## config.mk

```make
export PLATFORM = sky130hd
export DESIGN_NAME = byass_expand_flat
export DESIGN_NICKNAME = d
export VERILOG_FILES = /design/src/rtl/byass_expand_if.sv /design/src/rtl/byass_expand.sv /design/src/flat_wrapper.sv
export SDC_FILE = /design/constraint.sdc
export NUM_CORES = 1
export LEC_CHECK = 0
export BUFFER_PORTS_ARGS = -buffer_cell sky130_fd_sc_hd__clkbuf_2
export CORE_ASPECT_RATIO = 0.75
export CORE_MARGIN = 2
export CORE_UTILIZATION = 56
export DETAILED_ROUTE_END_ITERATION = 8
export GPL_TIMING_DRIVEN = 0
export PLACE_DENSITY = 0.85
export SYNTH_ARGS = -nofsm -noshare
export SYNTH_HDL_FRONTEND = slang
export SYNTH_SLANG_ARGS = --single-unit
```

## constraint.sdc

```tcl
create_clock -name clk -period 2.1 [get_ports clk]
set_input_delay 0.21 -clock clk [delete_from_list [all_inputs] [get_ports clk]]
set_output_delay 0.21 -clock clk [all_outputs]
set_load 0.005 [all_outputs]
```

## src/rtl/byass_expand_if.sv

```systemverilog
// Byte-link receive bus for byass_expand: framed byte input, 20-bit sample output.
// The master side drives bytes in; the slave side (the decoder) drives results out.
interface byass_expand_if;
    logic        in_valid;
    logic [7:0]  in_data;
    logic        out_valid;
    logic [19:0] out_data;
    logic [3:0]  out_shift;
    logic        frame_start;
    logic        frame_end;
    logic        err;

    modport master (
        output in_valid, in_data,
        input  out_valid, out_data, out_shift, frame_start, frame_end, err
    );

    modport slave (
        input  in_valid, in_data,
        output out_valid, out_data, out_shift, frame_start, frame_end, err
    );
endinterface

```

## src/rtl/byass_expand.sv

```systemverilog
// Frame decoder that rebuilds 20-bit samples from 8-bit windowed bytes
// (sync, shift code, count, N samples) and flags malformed or stalled frames.
module byass_expand #(
    parameter logic [7:0] SYNC_BYTE = 8'hA5,
    parameter int         MAX_SHIFT = 12,
    parameter bit         ROUND     = 1'b0,
    parameter int         TIMEOUT   = 1024
) (
    input logic          clk,
    input logic          rst,
    byass_expand_if.slave bus
);
    localparam int CNT_W = $clog2(TIMEOUT + 1);

    localparam logic [1:0] IDLE  = 2'd0;
    localparam logic [1:0] SHIFT = 2'd1;
    localparam logic [1:0] COUNT = 2'd2;
    localparam logic [1:0] DATA  = 2'd3;

    logic [1:0]       state;
    logic [7:0]       remain;
    logic [CNT_W-1:0] idle_cnt;

    logic             vld_p1;
    logic [19:0]      data_p1;
    logic [3:0]       shift_p1;
    logic             start_p1;
    logic             end_p1;
    logic             err_p1;

    // Place the window back at its transmitted position; optional half-LSB fill below it.
    function automatic logic [19:0] expand(input logic [7:0] d, input logic [3:0] sh);
        logic [19:0] v;
        v = 20'(d) << sh;
        if (ROUND && (sh != 4'd0))
            v = v | (20'd1 << (sh - 4'd1));
        return v;
    endfunction

    // Stage p0 -> p1: decode the accepted byte and register every output.
    always_ff @(posedge clk) begin
        if (!rst) begin
            state    <= IDLE;
            remain   <= 8'd0;
            idle_cnt <= '0;
            vld_p1   <= 1'b0;
            data_p1  <= 20'd0;
            shift_p1 <= 4'd5;
            start_p1 <= 1'b0;
            end_p1   <= 1'b0;
            err_p1   <= 1'b0;
        end else begin
            vld_p1   <= 1'b0;
            start_p1 <= 1'b0;
            end_p1   <= 1'b0;
            err_p1   <= 1'b0;

            if (bus.in_valid) begin
                idle_cnt <= '0;
                case (state)
                    IDLE: begin
                        if (bus.in_data == SYNC_BYTE)
                            state <= SHIFT;
                    end
                    SHIFT: begin
                        if (bus.in_data <= 8'(MAX_SHIFT)) begin
                            shift_p1 <= bus.in_data[3:0];
                            state    <= COUNT;
                        end else begin
                            err_p1 <= 1'b1;
                            state  <= IDLE;
                        end
                    end
                    COUNT: begin
                        if (bus.in_data == 8'd0) begin
                            err_p1 <= 1'b1;
                            state  <= IDLE;
                        end else begin
                            remain   <= bus.in_data;
                            start_p1 <= 1'b1;
                            state    <= DATA;
                        end
                    end
                    DATA: begin
                        // A sync-valued byte here is payload, never a resync.
                        data_p1 <= expand(bus.in_data, shift_p1);
                        vld_p1  <= 1'b1;
                        remain  <= remain - 8'd1;
                        if (remain == 8'd1) begin
                            end_p1 <= 1'b1;
                            state  <= IDLE;
                        end
                    end
                    default: state <= IDLE;
                endcase
            end else if (state != IDLE) begin
                // A stalled frame is dropped; samples already emitted stand.
                if (idle_cnt == CNT_W'(TIMEOUT - 1)) begin
                    err_p1   <= 1'b1;
                    state    <= IDLE;
                    idle_cnt <= '0;
                end else begin
                    idle_cnt <= idle_cnt + CNT_W'(1);
                end
            end
        end
    end

    assign bus.out_valid   = vld_p1;
    assign bus.out_data    = data_p1;
    assign bus.out_shift   = shift_p1;
    assign bus.frame_start = start_p1;
    assign bus.frame_end   = end_p1;
    assign bus.err         = err_p1;

endmodule

```

## src/flat_wrapper.sv

```systemverilog
// flat-port wrapper written by rule: the top's interface ports become plain ports
module byass_expand_flat 
#(
    parameter logic [7:0] SYNC_BYTE = 8'hA5,
    parameter int         MAX_SHIFT = 12,
    parameter bit         ROUND     = 1'b0,
    parameter int         TIMEOUT   = 1024
)
  (clk, rst, bus_in_valid, bus_in_data, bus_out_valid, bus_out_data, bus_out_shift, bus_frame_start, bus_frame_end, bus_err);
  byass_expand_if bus_i ();
  input logic clk;
  input logic rst;
  input wire logic [$bits(bus_i.in_valid)-1:0] bus_in_valid;
  input wire logic [$bits(bus_i.in_data)-1:0] bus_in_data;
  output wire logic [$bits(bus_i.out_valid)-1:0] bus_out_valid;
  output wire logic [$bits(bus_i.out_data)-1:0] bus_out_data;
  output wire logic [$bits(bus_i.out_shift)-1:0] bus_out_shift;
  output wire logic [$bits(bus_i.frame_start)-1:0] bus_frame_start;
  output wire logic [$bits(bus_i.frame_end)-1:0] bus_frame_end;
  output wire logic [$bits(bus_i.err)-1:0] bus_err;
  assign bus_i.in_valid = bus_in_valid;
  assign bus_i.in_data = bus_in_data;
  assign bus_out_valid = bus_i.out_valid;
  assign bus_out_data = bus_i.out_data;
  assign bus_out_shift = bus_i.out_shift;
  assign bus_frame_start = bus_i.frame_start;
  assign bus_frame_end = bus_i.frame_end;
  assign bus_err = bus_i.err;
  byass_expand #(.SYNC_BYTE(SYNC_BYTE), .MAX_SHIFT(MAX_SHIFT), .ROUND(ROUND), .TIMEOUT(TIMEOUT)) u_core (.clk(clk), .rst(rst), .bus(bus_i));
endmodule
```

==> summary.txt <==
Sequential fraction of the synthesis area = 37.00%
Util after Layout = 65.95%
Most used DFF post-synth = dfxtp_1
Cells after Synth = 304
Average via count per standard cell = 6.166
Final period utilization = 90.00%
Postcts setup bufs = 0
DP Wirelength = 4749 um
Detailed Route WL = 6602 um
Via count = 2,485
Die Area = 5307 sq um
Port Buffers = 34
First-pass GRT wire length = 11,110 um
Per-cell routed wire length = 16.38 um
Routed Antenna Nets = 0
Flop and latch count out of synthesis = 49
Worst slew margin = 57.32%
Final WS setup = 0.2099 ns
Fin nets = 364
CTS Sinks = 49
Asr flop ratio synth = 0%
1st-pass router iterations = 5
Largest net degree at the start of global routing = 16
Worst setup SP type = flip-flop
Drt drc = 0
Status = completed
Cell Rows = 21
Clock buffer depth = 2
Boundary pin count = 39
# setup viols final = 0
Chip width = 83.45 um
CP endpoint kind = flip-flop
Maximum vdd drop = 0.0003176 V
Crit path kind = flip-flop to flip-flop
Hold path depth = 3
Final slew viol count = 0
Post-Syn Nets = 323
H-tree Lvls = 2
Vias in the first global route = 2,297
Share of cells above drive strength 1 = 18.21%
Fmax = 529.1 MHz
Worst-margin pin slew = 0.6388 ns
Leakage = 1.188 nW
Hold_sp = bus_in_data[1]
Post-CTS Resized = 0
Total power draw = 1.582 mW
Place WS = 0.2386 ns
Worst reg2reg path depth = 6
R2R setup slack = 0.21 ns
Post-synth EDFFs = 0
YS warnings = 0
Final hold viol count = 0
Initial Utilization = 58.67%
Worst skew pair latency = 0.30 ns
DRT iter0 DRCs = 215
Design area = 2980 sq um
Clock Tree Root = clkbuf_8
Die H = 63.59 um
Clock skew = 0.003722 ns
Gp weighted congestion = 0.8734
Area growth from synthesis to layout = 12.41%
Worst hold slack = 0.2283 ns
Initial antenna violation count = 0
Setup TNS = 0 ns
Gr ovfl total = 0
Max-cap violations = 0
Non-Filler Instances = 403
Unrepaired setup endpoints after global routing = no
Placed cell area = 2893 sq um
Critical path peak fanout = 8
Hold EP = u_core.bus.out_shift[1]
Area of the mapped netlist = 2651 sq um
Dpl cells = 395
Reg-to-Reg Start = u_core.state[1]
Post-Syn Area per Cell = 8.721 sq um
Critical Path RT = 2.33 ns
Distinct cells, synth = 56
Arr. time, crit path = 2.12 ns
Critical R2R Capture = u_core.bus.out_data[8]
CTS buffer count = 5
Layout fillers = 395
Final antenna diode count = 0
Pwr Density = 530.8 nW/um^2
Hold buffers post-CTS = 0
Core Region = 4519 sq um
Reg clk slew, reported paths = 0.09 ns
CTS tree = yes
Period minus WS final = 1.890 ns
Min-delay worst type = primary input to flip-flop
Tot GR Track Use = 25.97%
cell type report:
class | instances | area, sq um | area share [%]
well taps | 57 | 71.32 | 2.393
plain buffers | 20 | 101.3 | 3.400
clock inverters | 2 | 15.01 | 0.5038
inverters | 9 | 33.78 | 1.134
multi-input cells | 226 | 1535 | 51.51
repair buffers | 34 | 170.2 | 5.709
flip-flops and latches | 49 | 980.9 | 32.91
clock buffers | 6 | 72.57 | 2.435
state kept, by name (all words and copies together), names as in the netlist:
signal and count:
u_core.remain 8, u_core.bus.out_shift 4, u_core.idle_cnt 11, u_core.bus.out_data 20, u_core.bus.out_valid 1, u_core.state 2
u_core.bus.frame_end 1, u_core.bus.err 1, u_core.bus.frame_start 1
critical path: stages (launching register included):
cell      delay [ns]
dfxtp_1         0.41
ha_1            0.33
and2_1          0.17
clkbuf_1        0.29
nand3_1         0.26
nand3b_1        0.24
o211ai_1        0.12
report_power, final:
part | internal (mW) | total [mW] | switching, mW
Sequential | 0.928 | 0.928 | 0.000173
Combinational | 0.0327 | 0.0962 | 0.0634
Clock | 0.235 | 0.557 | 0.322
Total | 1.20 | 1.58 | 0.386
kinds of logic (layout without fill, tap and decap cells):
| group | count (synthesis) | in the layout | share of synthesized area [%] |
|---|---|---|---|
| adders and majority gates | 8 | 8 | 3.776 |
| xor gates and xnor gates | 7 | 7 | 2.312 |
| buffers and inverters | 29 | 71 | 5.097 |
| muxes | 20 | 20 | 9.910 |
| and+or+nand+nor | 114 | 114 | 23.17 |
| DFF | 49 | 49 | 37.00 |
| AOI/OAI and AO/OA | 77 | 77 | 18.74 |
metal layers:
metal  up-vias  global-route usage [%]  part of all wire (%)
li1       1190                       -                     -
met1      1166                   36.44                    46
met2       116                   40.52                    44
met3        13                   4.587                   8.4
met4         0                   9.073                   1.7
met5         -                       0                     0
cells in the final DEF, fill, tap and decap left out, drive strengths merged, types with 8 or more instances in the layout:
cell / Yosys / routed
nor2: 29 / 29
nor3: 8 / 8
mux2i: 15 / 15
ha: 8 / 8
dfxtp: 49 / 49
a21oi: 13 / 13
clkbuf: 11 / 51
o21ai: 26 / 26
nand3: 18 / 18
nand2: 21 / 21
buf: 9 / 9
synth_stat cells, types with 3 or more instances:
library cell	count	area, sq um
dfxtp_1	49	980.9
nor2_1	29	108.9
o21ai_0	23	115.1
nand2_1	21	78.83
nand3_1	17	85.08
mux2i_1	15	150.1
a21oi_1	13	65.06
clkbuf_1	11	41.29
ha_1	8	100.1
nor3_1	8	40.04
inv_1	7	26.28
nand3b_1	7	52.55
buf_2	6	30.03
a21boi_0	5	37.54
mux4_2	5	112.6
nor2b_1	5	31.28
xnor2_1	5	43.79
a22oi_1	4	30.03
a31oi_1	4	25.02
and3_1	4	25.02
nand4_1	4	25.02
o211ai_1	4	30.03
and2_1	3	18.77
o21ai_1	3	15.01
worst max-delay path by stage:
| stage | startpoint | slack (ns) | cells past startpoint | endpoint |
|---|---|---|---|---|
| 2_1_floorplan | u_core.bus.out_shift[0] | 0.54 | 5 | u_core.bus.out_data[19] |
| 3_3_place_gp | u_core.state[0] | 0.29 | 6 | u_core.bus.out_data[8] |
| 3_5_place_dp | u_core.state[0] | 0.24 | 6 | u_core.bus.out_data[8] |
| 4_1_cts | u_core.state[0] | 0.23 | 6 | u_core.bus.out_data[15] |
| 5_1_grt | u_core.state[0] | 0.03 | 6 | u_core.bus.out_data[15] |
| 6_report | u_core.state[1] | 0.21 | 6 | u_core.bus.out_data[8] |
(Power assumes the default switching activity.)
